==> src/rtl/parallel_to_serial.sv <==
// parallel_to_serial: frame-aligned LSB-first serializer with a one-word holding buffer.
module parallel_to_serial #(
  parameter int   N        = 8,
  parameter logic IDLE_BIT = 1'b0
) (
  input  logic         clk,
  input  logic         reset,
  input  logic [N-1:0] data_in,
  input  logic         valid_in,
  output logic         ready_out,
  output logic         serial_out,
  output logic         frame_tick,
  output logic         idle_frame
);
  localparam int CW = $clog2(N);
  logic [CW-1:0] r_count;
  logic [N-1:0]  r_shift;
  logic [N-1:0]  r_hold;
  logic          r_hold_full;
  logic          r_idle;
  logic          w_last;
  logic          w_accept;
  assign w_last     = r_count == CW'(N - 1);
  assign w_accept   = valid_in && !r_hold_full;
  assign ready_out  = ~r_hold_full;
  assign serial_out = r_shift[0];
  assign frame_tick = r_count == '0;
  assign idle_frame = r_idle;
  always_ff @(posedge clk or negedge reset)
    if (!reset) begin
      r_count     <= '0;
      r_shift     <= {N{IDLE_BIT}};
      r_hold      <= '0;
      r_hold_full <= 1'b0;
      r_idle      <= 1'b1;
    end else begin
      r_count <= w_last ? '0 : r_count + CW'(1);
      if (w_last) begin
        // staged word wins; otherwise a word offered right now bypasses the buffer
        if (r_hold_full) begin
          r_shift     <= r_hold;
          r_hold_full <= 1'b0;
          r_idle      <= 1'b0;
        end else if (valid_in) begin
          r_shift <= data_in;
          r_idle  <= 1'b0;
        end else begin
          r_shift <= {N{IDLE_BIT}};
          r_idle  <= 1'b1;
        end
      end else begin
        r_shift <= {IDLE_BIT, r_shift[N-1:1]};
        if (w_accept) begin
          r_hold      <= data_in;
          r_hold_full <= 1'b1;
        end
      end
    end
endmodule
==> config.mk <==
export PLATFORM = sky130hd
export DESIGN_NAME = parallel_to_serial
export DESIGN_NICKNAME = d
export VERILOG_FILES = /design/src/rtl/parallel_to_serial.sv
export SDC_FILE = /design/constraint.sdc
export NUM_CORES = 1
export LEC_CHECK = 0
export ABC_CLOCK_PERIOD_IN_PS = 1800
export BUFFER_PORTS_ARGS = -buffer_cell sky130_fd_sc_hd__clkbuf_2
export CAP_MARGIN = 20
export CELL_PAD_IN_SITES_DETAIL_PLACEMENT = 0
export CELL_PAD_IN_SITES_GLOBAL_PLACEMENT = 1
export CORE_AREA = 2 2 64 42
export DETAILED_ROUTE_END_ITERATION = 10
export DIE_AREA = 0 0 66 44
export PLACE_DENSITY_LB_ADDON = 0.1
export SLEW_MARGIN = 40
export SYNTH_ARGS = -nofsm -noshare
export SYNTH_HDL_FRONTEND = slang
export SYNTH_SLANG_ARGS = --single-unit
==> constraint.sdc <==
create_clock -name clk -period 1.8 [get_ports clk]
set_input_delay 0 -clock clk [delete_from_list [all_inputs] [get_ports clk]]
set_output_delay 0 -clock clk [all_outputs]
set_load 0.02 [all_outputs]
== Word level (Yosys, flattened, before mapping) ==
Cells that the tools add are included.

* $add $sub $neg: 1
* $mul: 0
* Divide/modulo/power cells: 0
* Magnitude comparators: 0
* Eq/ne operators: 1
* Shift operators: 0
* Multiplexer cells: 8
* Bitwise gates (word level): 2
* Reduce and logical (&&, ||, !) cells: 5

{| class="wikitable"
|+ Operators by type and width
! operator !! count
|-
| $mux W8 || 3
|-
| $mux W1 || 4
|-
| $add A3 B1 Y3 const B || 1
|-
| $eq A3 B3 Y1 const B || 1
|-
| $logic_not A3 Y1 || 1
|-
| $mux W3 || 1
|-
| $not A1 Y1 || 2
|-
| $reduce_and A2 Y1 || 1
|-
| $reduce_bool A2 Y1 || 1
|-
| $logic_and A1 B1 Y1 || 1
|-
| $logic_not A1 Y1 || 1
|}

* Register bits: 21
* Latch bits: 0
* Bits in writable memories: 0
* Bits in read-only memories: 0
* Output and inout port bits: 4
* Word-level logic and storage cells: 22
* Memories kept: 0

== Longest topological paths before layout ==
* Depth after elaboration: 4
* Gate-level depth with buffers: 5
* Depth with buffers taken out: 4

== Worst setup path after synthesis ==
Ideal clock, no wire load.

* Path type: register to register
* Start point: reg r_count[0]
* End point: reg r_hold[0]
* Data arrival time: 1.490 ns
* Data required time: 1.675 ns
* Path slack: 0.185 ns
* Stages on the path, launching flop included: 5
* Path buffers: 0
* Cells stage by stage: dfrtp_1 ha_1 ha_1 nor3b_4 mux2_2

* Longest elaborated chain between the ends: 3

{| class="wikitable"
|+ Ends and longest elaborated chain
! element !! line !! RTL
|-
| start: declaration || 16 || <nowiki>logic [CW-1:0] r_count;</nowiki>
|-
| start signal: assignment || 37 || <nowiki>r_count <= w_last ? '0 : r_count + CW'(1);</nowiki>
|-
| $eq A3 B3 Y1 || 23 || <nowiki>assign w_last = r_count == CW'(N - 1);</nowiki>
|-
| $not A1 Y1 (no line) || -- ||
|-
| $reduce_and A2 Y1 (no line) || -- ||
|-
| end signal: assignment || 54 || <nowiki>r_hold <= data_in;</nowiki>
|-
| end: declaration || 18 || <nowiki>logic [N-1:0] r_hold;</nowiki>
|}

Every way passes these cells.
A chain may end at the register's enable or synchronous reset.

== Worst setup path in the final report ==
* Start point: reg r_count[0]
* End point: reg r_hold[6]

The elaborated chain is that of the path after synthesis.

==> impl_metrics.py <==
metrics = {
    "sta": {
        "hold_viol": 0,
        "slew_violations": 0,
        "slew-limit-headroom_pct": 64.9,
        "setup_viol": 0,
        "post-route-min-period_ps": 1650,
        "tightest_slew_ps": 527,
        "clock_skew_ps": 1.62,
        "finalSetupTns_ps": 0,
        "fmaxAchievable_mhz": 607,
        "rsz0062_at_grt": "false",
        "period_share_pct": 91.5,
    },
    "clock_tree": {
        "clkTransAtPathRegs_ps": 70,
        "cts_sinks": 21,
        "cts_buffers": 3,
        "cts_hold_buf": 9,
        "clk_latency_ps": 260,
        "ctsHtreeMaxLevel": 1,
        "cts_buffer_depth": 2,
        "cts-root-buf": "clkbuf_8",
        "cts_tree": "done",
        "post_cts_buffers": 0,
        "post_cts_resized": 0,
    },
    "die": {
        "coreArea_sq_um": 2350,
        "rows": 14,
        "die_area_sq_um": 2900,
        "die_y_um": 44,
        "io_pins": 15,
        "die_w_um": 66,
        "start_util_pct": 39.1,
    },
    "min_path": {
        "hp-start": "valid_in",
        "hold_path_end": "r_shift[0]",
        "hp-class": "primary input to flop",
        "hold_depth": 3,
    },
    "placed_design": {
        "hpwl_mm": 1.05,
        "gp_congestion": 0.699,
        "postPlaceCellArea_sq_um": 1020,
        "numPortBuffers": 14,
    },
    "synthesis": {
        "syn_inst": 78,
        "ys_seq_area_share_pct": 57.4,
        "avgSynthCellArea_sq_um": 11.8,
        "synth_seq_cells": 21,
        "yosys_warnings": 0,
        "syn_area_sq_um": 918,
        "synth_nets": 92,
        "yosysUniqueCellTypes": 14,
    },
    "pwr": {
        "vdd_drop_max_v": 0.000541,
        "p_leak_nw": 0.534,
        "power_density_nw_per_um2": 839,
    },
    "finish": {
        "syn2layout_area_growth_pct": 25.9,
        "nNetsFinal": 118,
        "num_antenna_cells": 0,
        "fin_area_sq_um": 1160,
        "drive_above_1_share_pct": 31.1,
    },
    "setup_path": {
        "worst-r2r-cell-count": 5,
        "endpoint_kind": "flop",
        "cp_max_fo": 8,
        "start_kind": "flop",
        "crit_required_ps": 1950,
        "crit_type": "flop to flop",
        "timing.rr.start": "r_count[0]",
        "worst_r2r_endpoint": "r_hold[6]",
        "r2r_setup_slack_ps": 150,
        "critPathArrivalTime_ps": 1790,
    },
    "routing": {
        "routed_wl_mm": 1.57,
        "vias": 605,
        "drc_errors": 0,
        "antenna_left": 0,
        "drtIter0Drc": 16,
        "wire_per_inst_um": 11.6,
        "first_pass_iters": 4,
        "viasPerCell": 4.48,
    },
    "grt": {
        "grt_max_degree": 22,
        "grt_pass1_vias": 509,
        "gr-total-overflow": 0,
        "antenna_found_initial": 0,
        "grt_pass1_wl_mm": 2.55,
        "grt_use_total_pct": 12.4,
    },
    "outcome": {
        "status": "finished, final reports clean",
    },
    "run": {
        "max_cap_violations": 0,
    },
}
-- worst max-delay path, stage by stage, from the launching register on --
cell and delay, ps:
dfrtp_1 400, ha_1 200, ha_1 220, nor3b_4 180, buf_4 190, mux2_2 340
-- cell usage in the layout (no fill, tap or decap) --
cell and count:
a21boi_0 1, a31oi_1 7, buf_4 3, clkbuf_2 14, clkbuf_8 3, clkinv_2 1, dfrtp_1 20, dfstp_2 1
dlygate4sd3_1 9, ha_1 3, inv_1 3, mux2_2 9, nand2_1 8, nand3b_1 8, nor2_1 10, nor2b_1 2
nor3b_4 1
-- Yosys cell counts --
| cell | count | area share, % |
|---|---|---|
| a21boi_0 | 1 | 0.82 |
| a31oi_1 | 7 | 4.8 |
| buf_2 | 4 | 2.2 |
| buf_6 | 1 | 1.2 |
| dfrtp_1 | 20 | 54 |
| dfstp_2 | 1 | 2.9 |
| ha_1 | 3 | 4.1 |
| inv_1 | 3 | 1.2 |
| mux2_2 | 9 | 11 |
| nand2_1 | 8 | 3.3 |
| nand3b_1 | 8 | 6.5 |
| nor2_1 | 10 | 4.1 |
| nor2b_1 | 2 | 1.4 |
| nor3b_4 | 1 | 2.0 |
-- per-stage QoR --
| stage | hold WS [ps] | std cells | total power, mW | utilization, % | setup WS [ps] |
|---|---|---|---|---|---|
| 6_report | 170 | 135 | 0.970 | 49.3 | 153 |
| 4_1_cts | 168 | 135 | 0.984 | 49.3 | 132 |
| 3_5_place_dp | 6.37 | 122 | 0.664 | 43.4 | 145 |
| 2_1_floorplan | -296 | 78 | 0.621 | - | 185 |
| 5_1_grt | 199 | 135 | 1.03 | 49.3 | 61.6 |
| 3_3_place_gp | 9.06 | 122 | 0.663 | 43.4 | 171 |
-- state kept, by name, indices dropped and copies added (netlist names) --
register and cells:
r_hold 8, r_hold_full 1, idle_frame 1, r_shift 8, r_count 3
-- cells by family after synthesis --
| kind of cell | Yosys count | share of synthesized area [%] |
|---|---|---|
| adder cells (fa/ha/maj) | 3 | 4.09 |
| AO/OA/AOI/OAI | 8 | 5.59 |
| multiplexers | 9 | 11.0 |
| buffers and inverters | 8 | 4.63 |
| flip-flops | 21 | 57.4 |
| AND/OR/NAND/NOR | 29 | 17.3 |
-- layout make-up --
| class | count | area [sq um] |
|---|---|---|
| Clock buffer | 3 | 41.3 |
| Sequential cell | 21 | 527 |
| Fill cell | 228 | 1190 |
| Inverter | 3 | 11.3 |
| Clock inverter | 1 | 5.00 |
| Timing Repair Buffer | 26 | 183 |
| Tap cell | 32 | 40.0 |
| Multi-Input combinational cell | 49 | 349 |
-- worst max path at each step --
stage / startpoint / to / slack (ps)
floorplan: r_count[0] / r_hold[0] / 190
global placement: r_count[0] / r_hold[5] / 170
detailed placement: r_count[0] / r_hold[6] / 150
CTS: r_count[0] / r_hold[6] / 130
global route: r_count[0] / r_hold[6] / 60
finish: r_count[0] / r_hold[6] / 150
-- power breakdown --
group	internal [mW]	switching, mW	total (mW)
clock	0.154	0.149	0.303
sequential	0.521	0.0190	0.540
combinational	0.0675	0.0589	0.126
total	0.743	0.227	0.970
-- metal layers --
layer	global-route usage (%)	up-vias	routed length, um
met2	15.6	12	609
met1	18.8	283	877
li1	-	310	-
met5	0	-	0
met4	3.67	0	0
met3	5.45	0	82
Note: power is estimated with default switching activity, not from simulation.
